==> src/rtl/eq_pkg.sv <==
// Shared definitions for the histogram-equalization LUT generator:
// FSM state encoding, datapath widths and memory packing factors.
package eq_pkg;

  localparam int CDF_W             = 20;
  localparam int DIVIDEND_W        = 28;
  localparam int LUT_W             = 8;
  localparam int ENTRIES_PER_READ  = 4;
  localparam int ENTRIES_PER_WRITE = 16;
  localparam int CDF_WORDS         = 256 / ENTRIES_PER_READ;
  localparam int LUT_WORDS         = 256 / ENTRIES_PER_WRITE;

  typedef enum logic [2:0] {
    ST_IDLE,
    ST_FETCH,
    ST_WAIT,
    ST_DIV,
    ST_PACK,
    ST_WRITE,
    ST_FINISH
  } state_e;

endpackage

==> src/rtl/eq_divider.sv <==
// Restoring unsigned divider: one load cycle, then one quotient bit per
// cycle for DIVIDEND_W cycles. ready rises after the last bit and stays
// high until the next load. The divisor is captured on load so the
// caller may change it while the division runs. Divisor must be non-zero.
module eq_divider
  import eq_pkg::*;
(
  input  logic                  clock,
  input  logic                  reset_n,
  input  logic                  load,
  input  logic [DIVIDEND_W-1:0] dividend,
  input  logic [CDF_W-1:0]      divisor,
  output logic [DIVIDEND_W-1:0] quotient,
  output logic                  ready
);

  logic [DIVIDEND_W-1:0] quo_q, quo_d;
  logic [CDF_W-1:0]      rem_q, rem_d;
  logic [CDF_W-1:0]      dvs_q, dvs_d;
  logic [4:0]            cnt_q, cnt_d;
  logic                  run_q, run_d;
  logic                  rdy_q, rdy_d;

  logic [CDF_W:0]        shifted;
  logic [CDF_W:0]        diff;
  logic                  fits;

  // Trial subtraction; remainder stays below the divisor, so a borrow in
  // the top bit means the shifted remainder did not fit.
  assign shifted = {rem_q, quo_q[DIVIDEND_W-1]};
  assign diff    = shifted - {1'b0, dvs_q};
  assign fits    = ~diff[CDF_W];

  // Next-state: load operands or perform one restoring step.
  always_comb begin
    quo_d = quo_q;
    rem_d = rem_q;
    dvs_d = dvs_q;
    cnt_d = cnt_q;
    run_d = run_q;
    rdy_d = rdy_q;
    if (load) begin
      quo_d = dividend;
      rem_d = '0;
      dvs_d = divisor;
      cnt_d = 5'(DIVIDEND_W);
      run_d = 1'b1;
      rdy_d = 1'b0;
    end else if (run_q) begin
      quo_d = {quo_q[DIVIDEND_W-2:0], fits};
      rem_d = fits ? diff[CDF_W-1:0] : shifted[CDF_W-1:0];
      cnt_d = cnt_q - 5'd1;
      if (cnt_q == 5'd1) begin
        run_d = 1'b0;
        rdy_d = 1'b1;
      end
    end
  end

  // Divider state registers.
  always_ff @(posedge clock or negedge reset_n) begin
    if (!reset_n) begin
      quo_q <= '0;
      rem_q <= '0;
      dvs_q <= '0;
      cnt_q <= '0;
      run_q <= 1'b0;
      rdy_q <= 1'b0;
    end else begin
      quo_q <= quo_d;
      rem_q <= rem_d;
      dvs_q <= dvs_d;
      cnt_q <= cnt_d;
      run_q <= run_d;
      rdy_q <= rdy_d;
    end
  end

  assign quotient = quo_q;
  assign ready    = rdy_q;

endmodule

==> src/rtl/equalize_lut.sv <==
// Histogram-equalization LUT generator. Reads the 256-entry CDF four
// entries per word, computes lut[v] = (num*255 + R) / den per entry with
// a serial divider, packs sixteen 8-bit results per output word and
// writes 16 LUT words.
// Build option: define EQUALIZE_LUT_ROUND_EN for round-half-up
// (R = den/2); otherwise the quotient is truncated (R = 0).
module equalize_lut
  import eq_pkg::*;
#(
  parameter logic [19:0] TOTAL_PIXELS = 20'd1024,
  parameter logic [15:0] CDF_BASE     = 16'h0000,
  parameter logic [15:0] LUT_BASE     = 16'h0100
) (
  input  logic         clock,
  input  logic         reset_n,
  input  logic         start,
  input  logic [19:0]  cdf_min,
  input  logic [127:0] CDF_ReadBus,
  output logic [15:0]  CDF_ReadAddress,
  output logic [127:0] LUT_WriteBus,
  output logic [15:0]  LUT_WriteAddress,
  output logic         WriteEnable,
  output logic         busy,
  output logic         done
);

  state_e                                    state_q, state_d;
  logic [5:0]                                w_q, w_d;
  logic [CDF_W-1:0]                          cmin_q, cmin_d;
  logic [ENTRIES_PER_READ-1:0][CDF_W-1:0]    cdf_buf_q, cdf_buf_d;
  logic [1:0]                                idx_q, idx_d;
  logic                                      launched_q, launched_d;
  logic [ENTRIES_PER_READ-1:0][LUT_W-1:0]    qbuf_q, qbuf_d;
  logic [ENTRIES_PER_WRITE-1:0][LUT_W-1:0]   asm_q, asm_d;
  logic [3:0]                                wr_word_q, wr_word_d;

  logic [CDF_W-1:0]      den;
  logic                  den_zero;
  logic [CDF_W-1:0]      cur;
  logic [CDF_W-1:0]      num;
  logic [CDF_W-1:0]      rnd;
  logic [DIVIDEND_W-1:0] dividend;
  logic [DIVIDEND_W-1:0] div_quo;
  logic                  div_ready;
  logic                  div_load;
  logic [47:0]           unused_cdf_hi;

  function automatic logic [LUT_W-1:0] sat_lut(input logic [DIVIDEND_W-1:0] q);
    if (q > DIVIDEND_W'(255)) return '1;
    return q[LUT_W-1:0];
  endfunction

  // The high 12 bits of every CDF entry slot carry no information.
  assign unused_cdf_hi = {CDF_ReadBus[127:116], CDF_ReadBus[95:84],
                          CDF_ReadBus[63:52],   CDF_ReadBus[31:20]};

  // Per-entry arithmetic; the numerator clamps at zero below cdf_min.
  assign den      = TOTAL_PIXELS - cmin_q;
  assign den_zero = (den == '0);
  assign cur      = cdf_buf_q[idx_q];
  assign num      = (cur >= cmin_q) ? (cur - cmin_q) : '0;
`ifdef EQUALIZE_LUT_ROUND_EN
  assign rnd      = den >> 1;
`else
  assign rnd      = '0;
`endif
  assign dividend = (DIVIDEND_W'(num) << 8) - DIVIDEND_W'(num) + DIVIDEND_W'(rnd);
  assign div_load = (state_q == ST_DIV) && !den_zero && !launched_q;

  eq_divider u_div (
    .clock    (clock),
    .reset_n  (reset_n),
    .load     (div_load),
    .dividend (dividend),
    .divisor  (den),
    .quotient (div_quo),
    .ready    (div_ready)
  );

  // Next-state logic for the sequencer and its datapath registers.
  always_comb begin
    state_d    = state_q;
    w_d        = w_q;
    cmin_d     = cmin_q;
    cdf_buf_d  = cdf_buf_q;
    idx_d      = idx_q;
    launched_d = launched_q;
    qbuf_d     = qbuf_q;
    asm_d      = asm_q;
    wr_word_d  = wr_word_q;
    unique case (state_q)
      ST_IDLE: begin
        if (start) begin
          cmin_d  = cdf_min;
          w_d     = '0;
          state_d = ST_FETCH;
        end
      end
      ST_FETCH: state_d = ST_WAIT;
      ST_WAIT: begin
        for (int k = 0; k < ENTRIES_PER_READ; k++) begin
          cdf_buf_d[k] = CDF_ReadBus[32*k +: CDF_W];
        end
        idx_d      = '0;
        launched_d = 1'b0;
        state_d    = ST_DIV;
      end
      ST_DIV: begin
        if (den_zero || (launched_q && div_ready)) begin
          qbuf_d[idx_q] = den_zero ? '0 : sat_lut(div_quo);
          launched_d    = 1'b0;
          if (idx_q == 2'd3) state_d = ST_PACK;
          else idx_d = idx_q + 2'd1;
        end else if (!launched_q) begin
          launched_d = 1'b1;
        end
      end
      ST_PACK: begin
        // Four consecutive entries land in bytes (4w + k) mod 16.
        for (int k = 0; k < ENTRIES_PER_READ; k++) begin
          asm_d[{w_q[1:0], 2'(k)}] = qbuf_q[k];
        end
        wr_word_d = w_q[5:2];
        w_d       = w_q + 6'd1;
        state_d   = (w_q[1:0] == 2'd3) ? ST_WRITE : ST_FETCH;
      end
      ST_WRITE:  state_d = (wr_word_q == 4'd15) ? ST_FINISH : ST_FETCH;
      ST_FINISH: state_d = ST_IDLE;
      default:   state_d = ST_IDLE;
    endcase
  end

  // Sequencer and datapath registers; reset abandons any run in progress.
  always_ff @(posedge clock or negedge reset_n) begin
    if (!reset_n) begin
      state_q    <= ST_IDLE;
      w_q        <= '0;
      cmin_q     <= '0;
      cdf_buf_q  <= '0;
      idx_q      <= '0;
      launched_q <= 1'b0;
      qbuf_q     <= '0;
      asm_q      <= '0;
      wr_word_q  <= '0;
    end else begin
      state_q    <= state_d;
      w_q        <= w_d;
      cmin_q     <= cmin_d;
      cdf_buf_q  <= cdf_buf_d;
      idx_q      <= idx_d;
      launched_q <= launched_d;
      qbuf_q     <= qbuf_d;
      asm_q      <= asm_d;
      wr_word_q  <= wr_word_d;
    end
  end

  // Outputs decoded from state; all zero in IDLE, hence zero during reset.
  always_comb begin
    CDF_ReadAddress  = '0;
    LUT_WriteBus     = '0;
    LUT_WriteAddress = '0;
    WriteEnable      = 1'b0;
    busy             = (state_q != ST_IDLE);
    done             = (state_q == ST_FINISH);
    if (state_q == ST_FETCH) CDF_ReadAddress = CDF_BASE + {10'b0, w_q};
    if (state_q == ST_WRITE) begin
      WriteEnable      = 1'b1;
      LUT_WriteAddress = LUT_BASE + {12'b0, wr_word_q};
      LUT_WriteBus     = asm_q;
    end
  end

endmodule

==> config.mk <==
export PLATFORM = sky130hd
export DESIGN_NAME = equalize_lut
export DESIGN_NICKNAME = d
export VERILOG_FILES = /design/src/rtl/eq_pkg.sv /design/src/rtl/eq_divider.sv /design/src/rtl/equalize_lut.sv
export SDC_FILE = /design/constraint.sdc
export NUM_CORES = 1
export LEC_CHECK = 0
export BUFFER_PORTS_ARGS = -buffer_cell sky130_fd_sc_hd__buf_2
export CORE_MARGIN = 2
export CORE_UTILIZATION = 59
export CTS_BUF_LIST = sky130_fd_sc_hd__clkbuf_4
export CTS_CLUSTER_DIAMETER = 150
export CTS_CLUSTER_SIZE = 28
export DETAILED_ROUTE_END_ITERATION = 8
export PLACE_DENSITY = 0.82
export SYNTH_ARGS = -nofsm -noshare
export SYNTH_HDL_FRONTEND = slang
export SYNTH_SLANG_ARGS = --single-unit
==> constraint.sdc <==
create_clock -name clock -period 7 [get_ports clock]
set_input_delay 0.35 -clock clock [delete_from_list [all_inputs] [get_ports clock]]
set_output_delay 0.35 -clock clock [all_outputs]
set_load 0.02 [all_outputs]
# --- Yosys cells after proc, flatten, opt, wreduce, memory -nomap -nowiden ---
# Cells that the tools add are included.
totals:
  ff_bits: 351
  inputBits: 151
  word_cells: 151
op_classes:
  n_addsub: 8
  magnitude_cmp: 12
  n_eq_ne: 14
  mux: 56
  bitwise: 1
  reduce_logical: 24
ops:
  columns: ["operator", "n"]
  rows:
  - ["bitwise mux 128 bit", 4]
  - ["two-way mux 128 bit", 1]
  - ["two-way mux 20 bit", 5]
  - ["demux 8 bit (select 2 bit)", 5]
  - ["two-way mux 8 bit", 10]
  - ["two-way mux 28 bit", 2]
  - ["binary-select mux 20 bit (select 2 bit)", 1]
  - ["bitwise mux 32 bit", 1]
  - ["greater-than comparator 28 x 8 -> 1 bit, second input constant", 1]
  - ["subtractor 28 x 20 -> 28 bit", 1]
  - ["subtractor 21 x 20 -> 21 bit", 1]
  - [">= comparator 20 bit", 1]
  - ["logical NOT 20 bit", 1]
  - ["less-than comparator 4 x 5 -> 1 bit, second input constant", 4]
  - ["subtractor 11 x 20 -> 20 bit, first input constant", 1]
  - ["subtractor 20 bit", 1]
  - ["one-hot mux 3 bit (6 select lines)", 1]
  - [">= comparator 4 x 1 -> 1 bit, second input constant", 4]
  - ["two-way mux 3 bit", 5]
  - ["two-way mux 6 bit", 2]
  - ["one-hot mux 6 bit (2 select lines)", 1]
  - ["two-way mux 1 bit", 11]
  - ["adder 9 x 4 -> 10 bit, first input constant", 1]
  - ["two-way mux 10 bit", 1]
  - ["other kinds (26)", 49]

# --- Logic depth before layout (Yosys ltp) ---
# Gate-level depths: netlist of run 1.
depth:
  depth_word: 10
  ltp_mapped: 24
  ltp_nobuf: 21

# --- Cells and area by module ---
# A second synthesis of run 1 with hierarchy kept.
unflattened:
  cells_unflattened: 1949
  area_unflattened_um2: 19787.7
by_module_without_submodules:
  columns: ["mod", "n_inst", "cells_per_inst", "area_per_inst_um2"]
  rows:
  - ["equalize_lut", 1, 1430, 15078.2]
  - ["eq_divider", 1, 519, 4709.5]

# --- Worst setup path after synthesis of run 1 ---
# OpenSTA, ideal clock, no wires.
synth_timing:
  path_type: "register to register"
  from: "reg idx_q[0]"
  to: "reg u_div.quo_q[27], in the netlist u_div.quotient[27]"
  setup_time_ns: 0.135
  arrival_time_ns: 5.574
  t_required_ns: 6.865
  setup_slack_ns: 1.291
  stages_incl_launch_ff: 22
  n_path_buf: 5
  period_less_slack_ns: 5.709
  cell_sequence: "dfrtp_1 -> buf_1 -> mux4_2 -> ha_1 -> clkbuf_1 -> nor3_1 -> or2_1 -> o31ai_1 -> a211o_1 -> buf_4 -> buf_2 -> clkbuf_1 -> nand2_1 -> ha_1 -> a21oi_1 -> o21bai_1 -> o211ai_1 -> a21oi_1 -> a21oi_2 -> a2111oi_2 -> xor2_1 -> a21oi_1"
synth_via:
  elab_chain_cells: 6
  word_cells_on_any_way: 7
  cone_classes: "add/sub: 2; order compare: 1; mux: 4"
synth_rtl:
  columns: ["item", "line", "source"]
  rows:
  - ["from (decl)", "equalize_lut.sv:31", "logic [1:0] idx_q, idx_d;"]
  - ["from (signal assigned)", "equalize_lut.sv:150", "idx_q <= idx_d;"]
  - ["binary-select mux 20 bit (select 2 bit) (*)", "equalize_lut.sv:60", "assign cur = cdf_buf_q[idx_q];"]
  - ["two-way mux 20 bit (not written as such) (*)", "equalize_lut.sv:60", null]
  - ["subtractor 20 bit / >= comparator 20 bit (equally long branches)", "equalize_lut.sv:61", "assign num = (cur >= cmin_q) ? (cur - cmin_q) : '0;"]
  - ["two-way mux 20 bit (*)", "equalize_lut.sv:61", null]
  - ["subtractor 28 x 20 -> 28 bit (*)", "equalize_lut.sv:67", "assign dividend = (DIVIDEND_W'(num) << 8) - DIVIDEND_W'(num) + DIVIDEND_W'(rnd);"]
  - ["two-way mux 28 bit (*)", "eq_divider.sv:42", "if (load) begin"]
  - ["to (signal assigned)", "eq_divider.sv:70", "quo_q <= quo_d;"]
  - ["to (decl)", "eq_divider.sv:17", "logic [DIVIDEND_W-1:0] quo_q, quo_d;"]
# Every way passes the cells marked *; elsewhere a longest branch is shown, timed or not. The select of a mux whose other input is x is not followed.
# A chain may end at the register's enable or synchronous reset.

# --- Worst setup path in the final report of run 1 ---
layout_timing:
  from: "reg idx_q[0]"
  to: "reg u_div.quo_q[21], in the netlist u_div.quotient[21]"
# The elaborated chain is that of the path after synthesis.

==> impl_summary.log, run 1 <==
INFO  metric routed_wire_length_per_instance = 19.2 um
INFO  metric layout.nets = 2353
INFO  metric core_area = 0.0323 mm2
INFO  metric slew-limit-headroom = 0.192
INFO  metric cp_max_fo = 11
INFO  metric synth_xor_area_frac = 0.0385
INFO  metric synthDistinctLibCells = 75
INFO  metric track_usage = 0.290
INFO  metric port-buffer-count = 244
INFO  metric clkSlewWorstSetupHoldPaths = 0.29 ns
INFO  metric final-setup-viol-count = 0
INFO  metric final_period_minus_worst_setup_slack = 6.23 ns
INFO  metric rows = 66
INFO  metric die_span_y = 185 um
INFO  metric final_number_of_max_transition_violations = 0
INFO  metric max-vdd-ir-drop = 0.186 mV
INFO  metric effective_utilization_at_floorplan = 0.596
INFO  metric antenna_found_initial = 3
INFO  metric worst_ep_required_time = 7.68 ns
INFO  metric achievable-frequency = 0.161 GHz
INFO  metric clkSinkCount = 351
INFO  metric die_x = 185 um
INFO  metric layout_cells_sized_above_1 = 0.256
INFO  metric dpl_cell_area = 0.0208 mm2
INFO  metric setup.worst_path.end = u_div.quotient[21]
INFO  metric area_fraction_in_compound_gates_after_synthesis = 0.0961
INFO  metric wirelength = 49600 um
INFO  metric synthFlopType = sky130_fd_sc_hd__dfrtp_1
INFO  metric largest_family_of_logic_cells_by_synthesized_area = multiplexers
INFO  metric worst_slew_pin_slew = 1.20 ns
INFO  metric clk-insertion-delay-late = 0.80 ns
INFO  metric timing.critical_path.cells = mux4_2 > inv_1 > ha_1 > inv_1 > fa_1 > a21o_1 > a2111oi_1 > o31ai_1 > and4b_1 > o31ai_2 > ha_1 > a21oi_1 > o21bai_1 > a211oi_1 > o41ai_1 > a21oi_1 > o21ai_0 > nor4b_1 > xor2_1 > a21oi_1
INFO  metric critPathMaxStageDelay = 0.82 ns
INFO  metric critPathLaunch = idx_q[0]
INFO  metric post_synth_fa_ha_maj_area_fraction = 0.0424
INFO  metric fillers = 2403
INFO  metric cts-root-buf = sky130_fd_sc_hd__clkbuf_4
INFO  metric postCtsResizedCells = 0
INFO  metric cpMostUsedCell = sky130_fd_sc_hd__a21oi_1
INFO  metric worstPathBufferInverterCount = 2
INFO  metric synth.cell_area = 0.0192 mm2
INFO  metric hp-class = primary input to asynchronous set/reset pin
INFO  metric fin_worst_skew = 0.0810 ns
INFO  metric synth.avg_cell_area = 10.4 um2
INFO  metric run_status = completed
INFO  metric synth_edf_count = 0
INFO  metric ioPinCount = 314
INFO  metric pin_count_of_the_biggest_net_entering_global_routing = 174
INFO  metric setup_total_negative_slack = 0 ns
INFO  metric power = 0.00403 W
INFO  metric cp_data_arrival_time = 6.91 ns
INFO  metric fin_crit_sh = 0.889
INFO  metric drv_cap = 0
INFO  metric worstReg2RegEnd = u_div.quotient[21]
INFO  metric critical_path_depth = 20
INFO  metric dr.pass1.iters = 5
INFO  metric final_area = 0.0220 mm2
INFO  metric p_leak = 11.0 nW
INFO  metric gp_congestion = 0.918
INFO  metric worstSetupEndpointType = flip-flop
INFO  metric post_synth_and_or_nand_nor_area_fraction = 0.158
INFO  metric cpMaxStageDelayCell = sky130_fd_sc_hd__dfrtp_1
INFO  metric h-tree-depth = 1
INFO  metric drt.antenna.violating_nets = 0
INFO  metric timing.reg2reg.worst_path_depth = 20
INFO  metric synthesis_warning_total = 0
INFO  metric asyncSetResetFlopFracSynth = 1.00
INFO  metric hold_viol_final = 0
INFO  metric flow.area_growth_from_synthesis = 14.1%
INFO  metric critPathLaunchType = flip-flop
INFO  metric design.die.area = 0.0341 mm2
INFO  metric first_iteration_detailed_routing_drc_count = 918
INFO  metric dp.final_hpwl = 32400 um
INFO  metric cts_tree = built
INFO  metric grt_first_pass_wirelength = 78300 um
INFO  metric route.detailed.vias_per_inst = 5.83
INFO  metric grt_pass1_vias = 15000
INFO  metric cts.path.max_buffers = 3
INFO  metric rrSetupSlack = 0.77 ns
INFO  metric critical-path-top-delay-family = compound AO/OA/AOI/OAI gates
INFO  metric drc = 0
INFO  metric setup.worst_path.class = flip-flop to flip-flop
INFO  metric rr_startpoint = idx_q[0]
INFO  metric cts_buffers = 16
INFO  metric grt_remaining_overflow = 0
INFO  metric synth_seq_area_share = 0.456
INFO  metric ys_seq_elements = 351
INFO  metric proportion_of_synthesized_area_in_mux_cells = 0.166
INFO  metric power-per-cell-area = 184 mW/mm2
INFO  metric synthesis.instances = 1849
INFO  metric detailroute.via_count = 15100
INFO  metric grt_setup_unrepaired = no
==> layout make-up <==
type,instances,area [um2],area share
Multi-Input combinational cell,1332,9760,0.445
Sequential cell,351,8780,0.400
Timing Repair Buffer,370,2440,0.111
Tap cell,442,553,0.0252
Inverter,67,251,0.0115
Clock buffer,18,135,0.00616
Clock inverter,1,16.3,0.000741
Antenna cell,3,7.51,0.000342
==> registers in the layout, summed over array words and instances, names as in the netlist <==
| name | cells |
|---|---|
| asm_q | 128 |
| cdf_buf_q | 80 |
| cmin_q | 20 |
| idx_q | 2 |
| launched_q | 1 |
| qbuf_q | 32 |
| state_q | 3 |
| u_div.cnt_q | 5 |
| u_div.dvs_q | 20 |
| u_div.quotient | 28 |
| u_div.ready | 1 |
| u_div.rem_q | 20 |
| u_div.run_q | 1 |
| w_q | 6 |
| wr_word_q | 4 |
==> how the worst min path moves through the flow <==
stage	endpoint	start	slack, ns
floorplan	asm_q[0]	reset_n	0.05
global placement	asm_q[102]	asm_q[102]	0.45
detailed placement	asm_q[119]	asm_q[119]	0.45
CTS	cmin_q[6]	cdf_min[6]	0.27
global route	cdf_buf_q[70]	CDF_ReadBus[106]	0.27
finish	cdf_buf_q[2]	reset_n	0.24
==> per-layer routing <==
metal,wire [um],share of wire,up-vias,track usage
met5,11,0.00022,-,0
met4,2030,0.041,2,0.120
met3,3230,0.065,152,0.0462
met2,24000,0.48,576,0.487
met1,20400,0.41,7395,0.378
li1,-,-,6936,-
==> cells in the mapped netlist, types with 20 or more instances <==
| cell type | count | share of area |
|---|---|---|
| sky130_fd_sc_hd__clkbuf_1 | 71 | 0.014 |
| sky130_fd_sc_hd__a21oi_1 | 81 | 0.021 |
| sky130_fd_sc_hd__dfrtp_1 | 351 | 0.46 |
| sky130_fd_sc_hd__nor3_1 | 35 | 0.0091 |
| sky130_fd_sc_hd__o21ai_0 | 111 | 0.029 |
| sky130_fd_sc_hd__inv_1 | 67 | 0.013 |
| sky130_fd_sc_hd__a21o_1 | 21 | 0.0082 |
| sky130_fd_sc_hd__mux2_2 | 214 | 0.13 |
| sky130_fd_sc_hd__xor2_1 | 30 | 0.014 |
| sky130_fd_sc_hd__nand3_1 | 33 | 0.0086 |
| sky130_fd_sc_hd__xnor2_1 | 52 | 0.024 |
| sky130_fd_sc_hd__buf_4 | 23 | 0.0090 |
| sky130_fd_sc_hd__mux4_2 | 20 | 0.023 |
| sky130_fd_sc_hd__mux2i_1 | 34 | 0.018 |
| sky130_fd_sc_hd__ha_1 | 62 | 0.040 |
| sky130_fd_sc_hd__and2_1 | 154 | 0.050 |
| sky130_fd_sc_hd__nor2_1 | 60 | 0.012 |
| sky130_fd_sc_hd__nand2_1 | 213 | 0.042 |
==> where the power goes <==
| group | leakage, nW | internal (W) | switching, W |
|---|---|---|---|
| Clock | 0.0897 | 0.000123 | 0.000601 |
| Sequential | 4.49 | 0.00212 | 0.0000601 |
| Combinational | 6.45 | 0.000559 | 0.000567 |
==> cells by family after synthesis <==
family | count (synthesis)
compound gates | 301
xor+xnor | 83
fa+ha+maj | 64
buf+inv | 186
flops | 351
mux | 268
other cells | 1
simple gates | 595
==> cell usage in the layout (no fill, tap or decap), types with 34 or more instances in the layout <==
cell type | netlist | layout
sky130_fd_sc_hd__buf_2 | 12 | 243
sky130_fd_sc_hd__o21ai_0 | 111 | 111
sky130_fd_sc_hd__a21oi_1 | 81 | 81
sky130_fd_sc_hd__dfrtp_1 | 351 | 350
sky130_fd_sc_hd__inv_1 | 67 | 67
sky130_fd_sc_hd__ha_1 | 62 | 62
sky130_fd_sc_hd__and2_1 | 154 | 153
sky130_fd_sc_hd__nor2_1 | 60 | 59
sky130_fd_sc_hd__dlygate4sd3_1 | 0 | 102
sky130_fd_sc_hd__mux2_2 | 214 | 214
sky130_fd_sc_hd__nand2_1 | 213 | 212
sky130_fd_sc_hd__mux2i_1 | 34 | 34
sky130_fd_sc_hd__nor3_1 | 35 | 34
sky130_fd_sc_hd__xnor2_1 | 52 | 51
==> stage by stage <==
stage / util / setup slack [ns] / cells / hold slack [ns]
final: 0.680 / 0.775 / 2584 / 0.244
after global routing: 0.680 / 0.241 / 2582 / 0.266
after global placement: 0.643 / 0.829 / 2460 / 0.451
after CTS: 0.680 / 0.779 / 2581 / 0.275
after detailed placement: 0.643 / 0.805 / 2460 / 0.454
after floorplan: - / 1.29 / 1869 / 0.0544
==> repair_timing <==
action,CTS,global route
hold buffers,102,0
endpoints found under the setup margin,0,0
hold endpoints to repair,247,0
setup buffers,0,0
No activity file was read; power rests on OpenSTA's default activity.
==> inputs of run 2 (changes only) <==
- CORE_UTILIZATION: 59 -> 55
- PLACE_DENSITY: 0.82 -> 0.77
==> run 2 against run 1 <==
  * Sequential power about the same
  * Register-to-register slack worse by 0.14 ns
  * Utilization fell by 4.5 points
  * Via count shrank 2.2%
  * Global-route usage shrank 2.5 points
  * Highest routed layer unchanged
==> impl_summary.log, run 2 (synthesized netlist as in run 1, its figures left out) <==
INFO  metric run_status = completed
INFO  metric p_leak = 11.0 nW (-0.16%)
INFO  metric achievable-frequency = 0.157 GHz (-2.3%)
INFO  metric number_of_flip_flops_under_the_largest_register_name = 128 (unchanged)
INFO  metric die_span_y = 191 um (+3.5%)
INFO  metric routed_wire_length_per_instance = 18.8 um (-2.3%)
INFO  metric worstReg2RegEnd = u_div.quotient[21]
INFO  metric grt_remaining_overflow = 0 (unchanged)
INFO  metric fin_crit_sh = 0.910 (+0.0205)
INFO  metric setup_slack = 0.631 ns (-0.144 ns)
INFO  metric cts_buffers = 16 (unchanged)
INFO  metric setup_total_negative_slack = 0 ns (unchanged)
INFO  metric hp-class = primary input to asynchronous set/reset pin
INFO  metric power = 0.00401 W (-0.44%)
INFO  metric fillers = 2776 (+16%)
INFO  metric rr_startpoint = idx_q[0]
INFO  metric placement.setup.worst_slack = 0.848 ns (+0.0430 ns)
INFO  metric internal_power_component = 0.00280 W (about the same)
INFO  metric grt_pass1_vias = 14800 (-1.5%)
INFO  metric critPathMaxStageDelay = 0.85 ns (+0.03 ns)
INFO  metric cpMaxStageDelayCell = sky130_fd_sc_hd__o31ai_1
INFO  metric grt_setup_unrepaired = no
INFO  metric ioPinCount = 314 (unchanged)
INFO  metric drc = 0 (unchanged)
INFO  metric largest_registers = asm_q x128, cdf_buf_q x80, qbuf_q x32
INFO  metric rrSetupSlack = 0.63 ns (-0.14 ns)
INFO  metric track_usage = 0.265 (-0.0253)
INFO  metric wirelength = 48600 um (-2.1%)
INFO  metric fin_worst_skew = 0.0660 ns (-0.0151 ns)
INFO  metric timing.critical_path.cells = buf_12 > mux4_2 > ha_1 > o21ai_0 > or2_1 > o31ai_1 > a211o_1 > o31ai_2 > ha_1 > a21oi_1 > o21bai_1 > a211oi_1 > o41ai_1 > a21oi_1 > o21ai_0 > nor4b_1 > xor2_1 > a21oi_1
INFO  metric grt_first_pass_wirelength = 78000 um (-0.41%)
INFO  metric effective_utilization_at_floorplan = 0.557 (-0.0389)
INFO  metric critPathLaunchType = flip-flop
INFO  metric flow.area_growth_from_synthesis = 14.0% (about the same)
INFO  metric gp_congestion = 0.932 (+1.4%)
INFO  metric cts-root-buf = sky130_fd_sc_hd__clkbuf_4
INFO  metric h-tree-depth = 1 (unchanged)
INFO  metric cp_max_fo = 21 (+10)
INFO  metric critical-path-top-delay-family = compound AO/OA/AOI/OAI gates
INFO  metric final_cell_mix = sky130_fd_sc_hd__dfrtp_1 (350), sky130_fd_sc_hd__buf_2 (243), sky130_fd_sc_hd__mux2_2 (214), sky130_fd_sc_hd__nand2_1 (213), sky130_fd_sc_hd__and2_1 (153)
INFO  metric pin_count_of_the_biggest_net_entering_global_routing = 177 (+1.7%)
INFO  metric cpMostUsedCell = sky130_fd_sc_hd__a21oi_1
INFO  metric power_switching = 0.00121 W (-1.3%)
INFO  metric top_layer_used = met5
INFO  metric design.die.area = 0.0365 mm2 (+7.1%)
INFO  metric worstPathBufferInverterCount = 1 (-1)
INFO  metric port-buffer-count = 244 (unchanged)
INFO  metric rows = 68 (+3.0%)
INFO  metric wl_met1 = 20800 um (+2.1%)
INFO  metric timing.reg2reg.worst_path_depth = 18 (-10%)
INFO  metric first_iteration_detailed_routing_drc_count = 1062 (+16%)
INFO  metric worst_slew_pin_slew = 1.15 ns (-0.0500 ns)
INFO  metric drv_cap = 0 (unchanged)
INFO  metric final-setup-viol-count = 0 (unchanged)
INFO  metric pwr-share-clk = 0.180 (about the same)
INFO  metric met3RoutedLength = 2230 um (-31%)
INFO  metric cts.path.max_buffers = 3 (unchanged)
INFO  metric drt.antenna.violating_nets = 0 (unchanged)
INFO  metric p_sw_frac = 0.302 (-0.00277)
INFO  metric cts_tree = built
INFO  metric antenna_found_initial = 3 (unchanged)
INFO  metric clk-insertion-delay-late = 0.77 ns (-0.03 ns)
INFO  metric detailroute.via_count = 14700 (-2.2%)
INFO  metric setup.worst_path.class = flip-flop to flip-flop
INFO  metric layout.nets = 2348 (-0.21%)
INFO  metric die_x = 191 um (+3.5%)
INFO  metric dp.final_hpwl = 32100 um (-1.0%)
INFO  metric regMostFlops = asm_q
INFO  metric hold_viol_final = 0 (unchanged)
INFO  metric final_period_minus_worst_setup_slack = 6.37 ns (+0.144 ns)
INFO  metric max-vdd-ir-drop = 0.189 mV (+1.8%)
INFO  metric slew-limit-headroom = 0.232 (+0.0395)
INFO  metric layout_cells_sized_above_1 = 0.254 (-0.00221)
INFO  metric route.detailed.vias_per_inst = 5.69 (-2.4%)
INFO  metric power-per-cell-area = 183 mW/mm2 (-0.38%)
INFO  metric final_common_cell = sky130_fd_sc_hd__dfrtp_1
INFO  metric worst_ep_required_time = 7.68 ns (about the same)
INFO  metric met2RoutedLength = 24200 um (+0.93%)
INFO  metric dr.pass1.iters = 5 (unchanged)
INFO  metric comb_power_share = 0.278 (about the same)
INFO  metric core_area = 0.0345 mm2 (+7.0%)
INFO  metric clkSinkCount = 351 (unchanged)
INFO  metric final_number_of_max_transition_violations = 0 (unchanged)
INFO  metric cp_data_arrival_time = 7.05 ns (+0.14 ns)
INFO  metric clkSlewWorstSetupHoldPaths = 0.30 ns (about the same)
INFO  metric power_frac_seq = 0.542 (about the same)
INFO  metric worstSetupEndpointType = flip-flop
## run 2: cell count changes in the layout (fill, tap and decap cells not counted)
cell,before,now
sky130_fd_sc_hd__nand2_2,1,0
sky130_fd_sc_hd__nand2_1,212,213
sky130_fd_sc_hd__buf_12,1,2
sky130_fd_sc_hd__diode_2,3,2
sky130_fd_sc_hd__buf_4,23,17
## run 2: worst max path at each step
stage,start,to,slack [ns],cells past startpoint
after CTS,idx_q[0],u_div.quotient[24],0.81,21
final,idx_q[0],u_div.quotient[21],0.63,18
after global routing,idx_q[0],u_div.quotient[26],0.33,18
after global placement,idx_q[0],u_div.quotient[21],0.91,21
after detailed placement,idx_q[0],u_div.quotient[21],0.85,21
after floorplan,idx_q[0],u_div.quotient[27],1.29,21
## run 2: per-layer routing
metal | GRT usage | vias to the layer above
li1 | - | 6915
met1 | 0.358 | 7292
met2 | 0.454 | 426
met3 | 0.0308 | 97
met4 | 0.0749 | 2
met5 | 0 | -
## run 2: worst reg2reg max path, delay by kind of cell (launching register included)
kind	cells	cell delay (ns)
and+or+nand+nor	2	0.69
adders and majority gates	2	0.86
xor gates and xnor gates	1	0.23
DFF	1	0.51
buffers and inverters	1	0.23
muxes	1	0.54
AOI/OAI and AO/OA	11	3.24
## run 2: cell type report
cell class | count | area [um2] | share of cell area
timing repair buffer | 365 | 2420 | 0.110
inverter | 67 | 251 | 0.0115
sequential | 351 | 8780 | 0.400
tap | 455 | 569 | 0.0259
antenna | 2 | 5.00 | 0.000228
multi-input combinational | 1332 | 9760 | 0.445
clock buffer | 18 | 135 | 0.00616
clock inverter | 1 | 16.3 | 0.000741
## run 2: stage by stage
stage	util	cell area [um2]	hold WS [ns]	instances
floorplan	-	19300	0.0544	1869
global placement	0.601	20800	0.442	2468
detailed placement	0.601	20800	0.449	2468
CTS	0.635	21900	0.185	2589
global route	0.635	21900	0.226	2591
finish	0.635	21900	0.170	2591
## run 2: power by group through the flow
stage               combinational [W]  clock (W)  sequential [W]
CTS                           0.00111   0.000739         0.00217
floorplan                    0.000835          0         0.00219
global route                  0.00123   0.000802         0.00219
global placement              0.00102          0         0.00220
finish                        0.00111   0.000720         0.00218
detailed placement            0.00107          0         0.00221
## run 2: repair_timing
action,in CTS,in global routing
buffers inserted,0,0
hold endpoints to repair,210,0
resized for setup,0,0
hold buffers,102,0
==> inputs of run 3 (changes only) <==
- GPL_ROUTABILITY_DRIVEN: not set -> 0
- PLACE_DENSITY: 0.77 -> 0.86
==> run 3 against run 2 <==
  * Power is 0.35% higher
  * Non-clock buffer count is 1 higher
  * Critical path type unchanged
  * Die area unchanged
  * Sequential power about the same
  * Sequential share of layout area barely moved
  * Clock power about the same
  * Global-route usage rose by 0.53 points
  * Final cell count up 0.15%
  * Via count increased by 3.1%
  * Count of clock-buffer cells in the layout is the same
  * Register-to-register slack got worse by 0.19 ns
==> impl_summary.log, run 3 (synthesized netlist as in run 1, its figures left out) <==
INFO  metric run_status = completed
INFO  metric hp-class = primary input to asynchronous set/reset pin
INFO  metric max-vdd-ir-drop = 0.182 mV (-3.9%)
INFO  metric postCtsResizedCells = 0 (unchanged)
INFO  metric track_usage = 0.271 (+0.00534)
INFO  metric grt_first_pass_wirelength = 79400 um (+1.8%)
INFO  metric cp_max_fo = 18 (-14%)
INFO  metric clkSinkCount = 351 (unchanged)
INFO  metric post-route-util = 0.636 (about the same)
INFO  metric clkSlewWorstSetupHoldPaths = 0.30 ns (about the same)
INFO  metric core_area = 0.0345 mm2 (unchanged)
INFO  metric layout_cells_sized_above_1 = 0.254 (+0.000349)
INFO  metric antenna_found_initial = 5 (+2)
INFO  metric cts.path.max_buffers = 3 (unchanged)
INFO  metric design.die.area = 0.0365 mm2 (unchanged)
INFO  metric final_number_of_max_transition_violations = 0 (unchanged)
INFO  metric internal_power_component = 0.00280 W (about the same)
INFO  metric fin_crit_sh = 0.937 (+0.0270)
INFO  metric cts-root-buf = sky130_fd_sc_hd__clkbuf_4
INFO  metric rows = 68 (unchanged)
INFO  metric pwr-share-clk = 0.180 (about the same)
INFO  metric timing.critical_path.cells = mux4_2 > inv_1 > ha_1 > inv_1 > fa_1 > a21o_1 > a2111oi_1 > o31ai_1 > a211o_1 > nand2_1 > inv_1 > ha_1 > a21oi_1 > and2_1 > a2111oi_0 > o31ai_1 > a21oi_1 > nor3b_1 > xor2_1 > a21oi_1
INFO  metric final-setup-viol-count = 0 (unchanged)
INFO  metric post-place-cells = 2469 (+0.041%)
INFO  metric comb_power_share = 0.279 (about the same)
INFO  metric route.detailed.vias_per_inst = 5.85 (+3.0%)
INFO  metric cpMaxStageDelayCell = sky130_fd_sc_hd__dfrtp_1
INFO  metric final_period_minus_worst_setup_slack = 6.56 ns (+0.189 ns)
INFO  metric fin_worst_skew = 0.0783 ns (+0.0123 ns)
INFO  metric p_leak = 11.0 nW (about the same)
INFO  metric ff_latch_area = 0.00878 mm2 (unchanged)
INFO  metric timing.reg2reg.worst_path_depth = 20 (+2)
INFO  metric layout.nets = 2349 (+0.043%)
INFO  metric power-per-cell-area = 183 mW/mm2 (+0.28%)
INFO  metric hold_viol_final = 0 (unchanged)
INFO  metric grt_setup_unrepaired = no
INFO  metric setup.worst_path.class = flip-flop to flip-flop
INFO  metric cp_data_arrival_time = 7.18 ns (+0.13 ns)
INFO  metric critical_path_depth = 20 (+2)
INFO  metric drc = 0 (unchanged)
INFO  metric worstSetupEndpointType = flip-flop
INFO  metric wirelength = 49900 um (+2.8%)
INFO  metric dp.final_hpwl = 31800 um (-0.83%)
INFO  metric critPathMaxStageDelay = 0.86 ns (about the same)
INFO  metric final_common_cell = sky130_fd_sc_hd__dfrtp_1
INFO  metric detailroute.via_count = 15200 (+3.1%)
INFO  metric power_frac_seq = 0.541 (about the same)
INFO  metric port-buffer-count = 244 (unchanged)
INFO  metric multiInputGateArea = 0.00976 mm2 (unchanged)
INFO  metric p_sw_frac = 0.304 (+0.00232)
INFO  metric setup_slack = 0.442 ns (-0.189 ns)
INFO  metric pin_count_of_the_biggest_net_entering_global_routing = 193 (+9.0%)
INFO  metric placement.setup.worst_slack = 0.915 ns (+0.0672 ns)
INFO  metric number_of_flip_flops_under_the_largest_register_name = 128 (unchanged)
INFO  metric slew-limit-headroom = 0.239 (+0.00757)
INFO  metric critical-path-top-delay-family = compound AO/OA/AOI/OAI gates
INFO  metric die_x = 191 um (unchanged)
INFO  metric cts_tree = built
INFO  metric h-tree-depth = 1 (unchanged)
INFO  metric critPathLaunchType = flip-flop
INFO  metric cts_buffers = 16 (unchanged)
INFO  metric hold_slack = 0.0631 ns (-0.107 ns)
INFO  metric achievable-frequency = 0.152 GHz (-2.9%)
INFO  metric effective_utilization_at_floorplan = 0.557 (unchanged)
INFO  metric worst_ep_required_time = 7.62 ns (-0.06 ns)
INFO  metric final_cell_mix = sky130_fd_sc_hd__dfrtp_1 (350), sky130_fd_sc_hd__buf_2 (243), sky130_fd_sc_hd__mux2_2 (214), sky130_fd_sc_hd__nand2_1 (213), sky130_fd_sc_hd__and2_1 (153)
INFO  metric die_span_y = 191 um (unchanged)
INFO  metric regMostFlops = asm_q
INFO  metric largest_registers = asm_q x128, cdf_buf_q x80, qbuf_q x32
INFO  metric clk-insertion-delay-late = 0.77 ns (about the same)
INFO  metric worstPathBufferInverterCount = 3 (+2)
INFO  metric grt_pass1_vias = 15500 (+4.8%)
INFO  metric stdcell_count = 2595 (+0.15%)
INFO  metric drv_cap = 0 (unchanged)
INFO  metric post_cts.repair.setup_buffers = 0 (unchanged)
INFO  metric grt_remaining_overflow = 0 (unchanged)
INFO  metric worst_slew_pin_slew = 1.13 ns (-0.0201 ns)
INFO  metric drt.antenna.violating_nets = 0 (unchanged)
INFO  metric ioPinCount = 314 (unchanged)
INFO  metric power_switching = 0.00122 W (+1.1%)
INFO  metric setup_total_negative_slack = 0 ns (unchanged)
INFO  metric flow.area_growth_from_synthesis = 14.1% (about the same)
INFO  metric fillers = 2610 (-6.0%)
INFO  metric routed_wire_length_per_instance = 19.2 um (+2.6%)
INFO  metric dr.pass1.iters = 8 (+3)
INFO  metric first_iteration_detailed_routing_drc_count = 1295 (+22%)
## run 3: cell types whose count changed in the layout (fill, tap and decap cells not counted)
cell	change
sky130_fd_sc_hd__diode_2	+3
sky130_fd_sc_hd__buf_4	+1
## run 3: per-stage QoR
step / cell area (um2) / total power (W)
floorplan: 19300 / 0.00302
global placement: 20800 / 0.00321
detailed placement: 20800 / 0.00327
CTS: 21900 / 0.00401
global route: 22000 / 0.00424
finish: 22000 / 0.00403
## run 3: path summary, 6_finish.rpt
| check | start | slack, ns | to |
|---|---|---|---|
| min in group clock | cdf_min[0] | 0.30 | cmin_q[0] |
| max reg2reg | idx_q[1] | 0.44 | u_div.quotient[24] |
| max in group asynchronous | reset_n | 5.35 | w_q[5] |
| min reg2reg | asm_q[114] | 0.50 | asm_q[114] |
| max | idx_q[1] | 0.44 | u_div.quotient[24] |
| min | reset_n | 0.06 | cmin_q[0] |
## run 3: metal layers
layer | wire (um) | vias to the layer above | global-route usage
met4 | 2920 | 0 | 0.145
li1 | - | 6909 | -
met3 | 2660 | 205 | 0.0329
met2 | 24300 | 662 | 0.460
met1 | 20000 | 7416 | 0.339
met5 | 0 | - | 0
## run 3: final cells by class
cell class	count	area share
tap	455	0.0259
inverter	67	0.0115
timing repair buffer	366	0.111
clock buffer	18	0.00616
clock inverter	1	0.000741
multi-input combinational	1332	0.444
antenna	5	0.000570
sequential	351	0.400
## run 3: repair_timing
item	in CTS	in global routing
endpoints found under the hold margin	179	0
hold buffers	102	0
setup endpoints to repair	0	0
## run 3: power by group through the flow
stage	logic [W]	clock network (W)	registers, W
after floorplan	0.000835	0	0.00219
after global placement	0.00101	0	0.00220
after detailed placement	0.00107	0	0.00221
after CTS	0.00111	0.000728	0.00217
after global routing	0.00125	0.000803	0.00219
final	0.00112	0.000723	0.00218
